--- src/rtl/sequence_generator.sv ---
// Serial pattern transmitter: sends a captured WIDTH-bit pattern MSB-first,
// repeat_n times back-to-back, then pulses done for one cycle.
module sequence_generator #(
    parameter int WIDTH = 4,
    parameter int CNT_W = 4
) (
    input  logic             clk,
    input  logic             rst,
    input  logic             start,
    input  logic [WIDTH-1:0] pattern,
    input  logic [CNT_W-1:0] repeat_n,
    output logic             out,
    output logic             valid,
    output logic             busy,
    output logic             done,
    output logic [1:0]       state_dbg_o
);

    localparam int BC_W = (WIDTH > 1) ? $clog2(WIDTH) : 1;

    localparam logic [1:0] ST_IDLE = 2'd0;
    localparam logic [1:0] ST_SEND = 2'd1;
    localparam logic [1:0] ST_DONE = 2'd2;

    localparam logic [BC_W-1:0]  LAST_BIT = BC_W'(WIDTH - 1);
    localparam logic [CNT_W-1:0] ONE_REP  = CNT_W'(1);

    logic [1:0]       state_q,   state_d;
    logic [WIDTH-1:0] hold_q,    hold_d;
    logic [WIDTH-1:0] shreg_q,   shreg_d;
    logic [BC_W-1:0]  bit_cnt_q, bit_cnt_d;
    logic [CNT_W-1:0] rep_cnt_q, rep_cnt_d;

    // Request/stream contract: start is a level sampled only in IDLE on a
    // rising edge; pattern and repeat_n are captured on that same edge.
    // out carries a pattern bit exactly in the cycles where valid is high;
    // there is no back-pressure, the stream runs at one bit per clock.
    always_comb begin
        state_d   = state_q;
        hold_d    = hold_q;
        shreg_d   = shreg_q;
        bit_cnt_d = bit_cnt_q;
        rep_cnt_d = rep_cnt_q;

        case (state_q)
            ST_IDLE: begin
                if (start) begin
                    if (repeat_n != '0) begin
                        hold_d    = pattern;
                        shreg_d   = pattern;
                        rep_cnt_d = repeat_n;
                        bit_cnt_d = '0;
                        state_d   = ST_SEND;
                    end else begin
                        state_d   = ST_DONE;
                    end
                end
            end

            ST_SEND: begin
                if (bit_cnt_q == LAST_BIT) begin
                    if (rep_cnt_q > ONE_REP) begin
                        // Reload straight from the hold copy: no gap cycle.
                        rep_cnt_d = rep_cnt_q - ONE_REP;
                        shreg_d   = hold_q;
                        bit_cnt_d = '0;
                    end else begin
                        shreg_d   = '0;
                        bit_cnt_d = '0;
                        state_d   = ST_DONE;
                    end
                end else begin
                    shreg_d   = {shreg_q[WIDTH-2:0], 1'b0};
                    bit_cnt_d = bit_cnt_q + BC_W'(1);
                end
            end

            ST_DONE: begin
                state_d = ST_IDLE;
            end

            default: begin
                state_d   = ST_IDLE;
                hold_d    = '0;
                shreg_d   = '0;
                bit_cnt_d = '0;
                rep_cnt_d = '0;
            end
        endcase
    end

    always_ff @(posedge clk or posedge rst) begin
        if (rst) begin
            state_q   <= ST_IDLE;
            hold_q    <= '0;
            shreg_q   <= '0;
            bit_cnt_q <= '0;
            rep_cnt_q <= '0;
        end else begin
            state_q   <= state_d;
            hold_q    <= hold_d;
            shreg_q   <= shreg_d;
            bit_cnt_q <= bit_cnt_d;
            rep_cnt_q <= rep_cnt_d;
        end
    end

    // Outputs decode only flops, so reset clears them without a clock edge.
    always_comb begin
        out   = 1'b0;
        valid = 1'b0;
        busy  = 1'b0;
        done  = 1'b0;
        case (state_q)
            ST_SEND: begin
                out   = shreg_q[WIDTH-1];
                valid = 1'b1;
                busy  = 1'b1;
            end
            ST_DONE: begin
                busy  = 1'b1;
                done  = 1'b1;
            end
            default: ;
        endcase
    end

    assign state_dbg_o = state_q;

endmodule
--- config.mk ---
export PLATFORM = sky130hd
export DESIGN_NAME = sequence_generator
export DESIGN_NICKNAME = d
export VERILOG_FILES = /design/src/rtl/sequence_generator.sv
export SDC_FILE = /design/constraint.sdc
export NUM_CORES = 1
export LEC_CHECK = 0
export CAP_MARGIN = 0
export CORE_MARGIN = 10
export CORE_UTILIZATION = 54
export DETAILED_ROUTE_END_ITERATION = 8
export PLACE_DENSITY = 0.8
export SYNTH_ARGS = -nofsm -noshare
export SYNTH_HDL_FRONTEND = slang
export SYNTH_SLANG_ARGS = --single-unit
--- constraint.sdc ---
create_clock -name clk -period 4.1 [get_ports clk]
set_clock_uncertainty 0.05 [all_clocks]
set_input_delay 0.82 -clock clk [delete_from_list [all_inputs] [get_ports clk]]
set_output_delay 0.82 -clock clk [all_outputs]
set_load 0.01 [all_outputs]
==> results.cfg <==
[status]
run_status = finished, final reports clean

[critical_path]
cp-end-kind = output pin
start_kind = flop
worst_r2r_path_depth = 5
worst_ep_arrival_time_ps = 1920
cp_max_fo = 10
critPathKind = flop to output pin
critPathRequiredTime_ps = 3230

[finish]
final_cell_mix = dfrtp_1 (16), clkdlybuf4s50_1 (16), inv_1 (13)
stdcell_count = 128
diodes = 0
finalInstanceArea_um2 = 1130
final_nets = 130
syn_to_final_growth_pct = 21.5
drive_above_1_share_pct = 8.04

[clock_network]
clk_latency_ps = 290
clockBufferDepth = 2
root_buffer = clkbuf_4
cts_buffers = 3
clkSinkCount = 16
hold_buffers = 0
htree_levels = 1
clkTransAtPathRegs_ps = 100
post_cts_buffers = 0
cts_tree = yes
cts.repair.resized = 0

[die]
fp.dieW_um = 61.5
start_util_pct = 59.0
rows = 14
die_h_um = 61.5
dieArea_um2 = 3780
design.core.area_um2 = 1580
ios = 17

[routing]
drtIter0Drc = 60
wl_per_cell_um = 15.8
vias = 777
wl_mm = 2.03
route.detailed.drc = 0
antenna_left = 0
viasPerCell = 6.07
drtPass1Iterations = 4

[yosys]
synth_area_um2 = 931
synth.avg_cell_area_um2 = 9.70
synth_fa_ha_area_share_pct = 8.06
yosys_warnings = 0
yosys-mux-area-fraction_pct = 3.76
yosys.area.top_type = dfrtp_1
synthSimpleGateAreaFrac_pct = 9.95
netlist.area_leader.share_pct = 43.0
ys_ff_latch = 16
synth_top_family_by_area = compound AO/OA/AOI/OAI gates
synthTopCellsByArea = dfrtp_1 (43%), ha_1 (8.1%), inv_1 (5.2%)
synth_fp_nets = 113
synth_xor_area_share_pct = 0
netlist-cell-type-count = 30
ys_seq_area_share_pct = 43.0
synthCells = 96
synth_compound_area_share_pct = 28.2

[placement]
place_hpwl_mm = 1.50
io_buffers = 16
place_area_um2 = 1090
place.gp.congestion = 0.870
placedCellCount = 124

[hold_path]
whs_path_depth = 1
hold_class = flop to flop

[pwr]
p_per_area_nw_per_um2 = 753
irDropWorstVdd_uv = 451
leakagePower_nw = 0.495
p_total_mw = 0.851

[grt]
grt_overflow_total = 0
grt_max_degree = 21
track_usage_pct = 11.3
antenna_found_initial = 0
grt_pass1_wl_mm = 3.28
grt_pass1_vias = 726

[sta]
fin_crit_sh_pct = 68.1
timing.hold.ws_ps = 436
hold_viol_final = 0
max_slew.worst_pin.slew_ps = 670
final-setup-viol-count = 0
tns_ps = 0
clock.fmax_ghz = 0.358
rsz0062_at_grt = no
fin_crit_ps = 2790
relSlewSlack_pct = 55.3
report.final.slew_viol_count = 0

[run]
cap_violations = 0
## logic make-up (layout without fill, tap and decap cells)
group / count (synthesis) / after routing
AO/OA/AOI/OAI: 34 / 34
adder cells (fa/ha/maj): 6 / 6
flip-flops: 16 / 16
buffers and inverters: 17 / 33
AND/OR/NAND/NOR: 20 / 20
multiplexers: 3 / 3
## worst max-delay path, cell delays in order (launching register included)
cell             delay [ps]
dfrtp_1                 410
inv_1                   100
ha_1                    410
and2_1                  180
clkdlybuf4s50_1         530
## path summary, 6_finish.rpt
check | startpoint | endpoint | slack [ps]
worst max-delay path | state_dbg_o[1]$_DFFE_PP0P_ | out | 1310
worst min-delay path | bit_cnt_q[0]$_DFFE_PP0P_ | bit_cnt_q[0]$_DFFE_PP0P_ | 440
worst max register to register | state_dbg_o[0]$_DFFE_PP0P_ | rep_cnt_q[1]$_DFFE_PP0P_ | 1710
worst min register to register | bit_cnt_q[0]$_DFFE_PP0P_ | bit_cnt_q[0]$_DFFE_PP0P_ | 440
max in group asynchronous | rst | rep_cnt_q[0]$_DFFE_PP0P_ | 2780
min in group asynchronous | rst | state_dbg_o[1]$_DFFE_PP0P_ | 840
## synth_stat cells
cell type,instances
dfrtp_1,16
inv_1,13
a21oi_1,8
ha_1,6
nand3_1,6
nor2_1,6
nand2_1,4
o21ai_0,4
a222oi_1,3
a22oi_1,3
clkbuf_1,3
o21ai_1,3
a211oi_1,2
mux2i_1,2
o21a_1,2
a21boi_4,1
a21oi_2,1
a31o_2,1
a31oi_1,1
and2_1,1
buf_2,1
mux2_4,1
nand4_1,1
nor3_1,1
o221ai_1,1
o311a_1,1
o31ai_1,1
o41ai_1,1
o41ai_4,1
or4_1,1
## layout make-up
cell class | instances | area [um^2]
inverter | 13 | 48.8
sequential | 16 | 400
tap | 16 | 20.0
fill | 124 | 445
clock buffer | 4 | 36.3
timing repair buffer | 16 | 160
multi-input combinational | 63 | 465
## stage by stage
stage / util [%] / setup slack, ps
final: 71.7 / 1310
after global routing: 71.7 / 1210
after CTS: 71.7 / 1310
after detailed placement: 69.4 / 1270
after global placement: 69.4 / 1310
after floorplan: - / 2000
## metal layers
layer	global-route usage, %	wire length [um]	part of all wire [%]	up-vias
met3	3.70	149	7.4	7
met4	5.73	46	2.3	0
met2	17.3	848	42	24
met1	13.8	981	48	365
met5	0	0	0	-
li1	-	-	-	381
## registers in the layout, summed over array words and instances, names as in the netlist
register / flops
hold_q: 4
rep_cnt_q: 4
shreg_q: 4
bit_cnt_q: 2
state_dbg_o: 2
## power breakdown
part / switching [mW] / internal (mW) / leakage [nW]
combinational: 0.258 / 0.210 / 0.271
clock: 0.0523 / 0.0541 / 0.0210
sequential: 0.0495 / 0.227 / 0.203
Power figures use the tool's default switching activity.
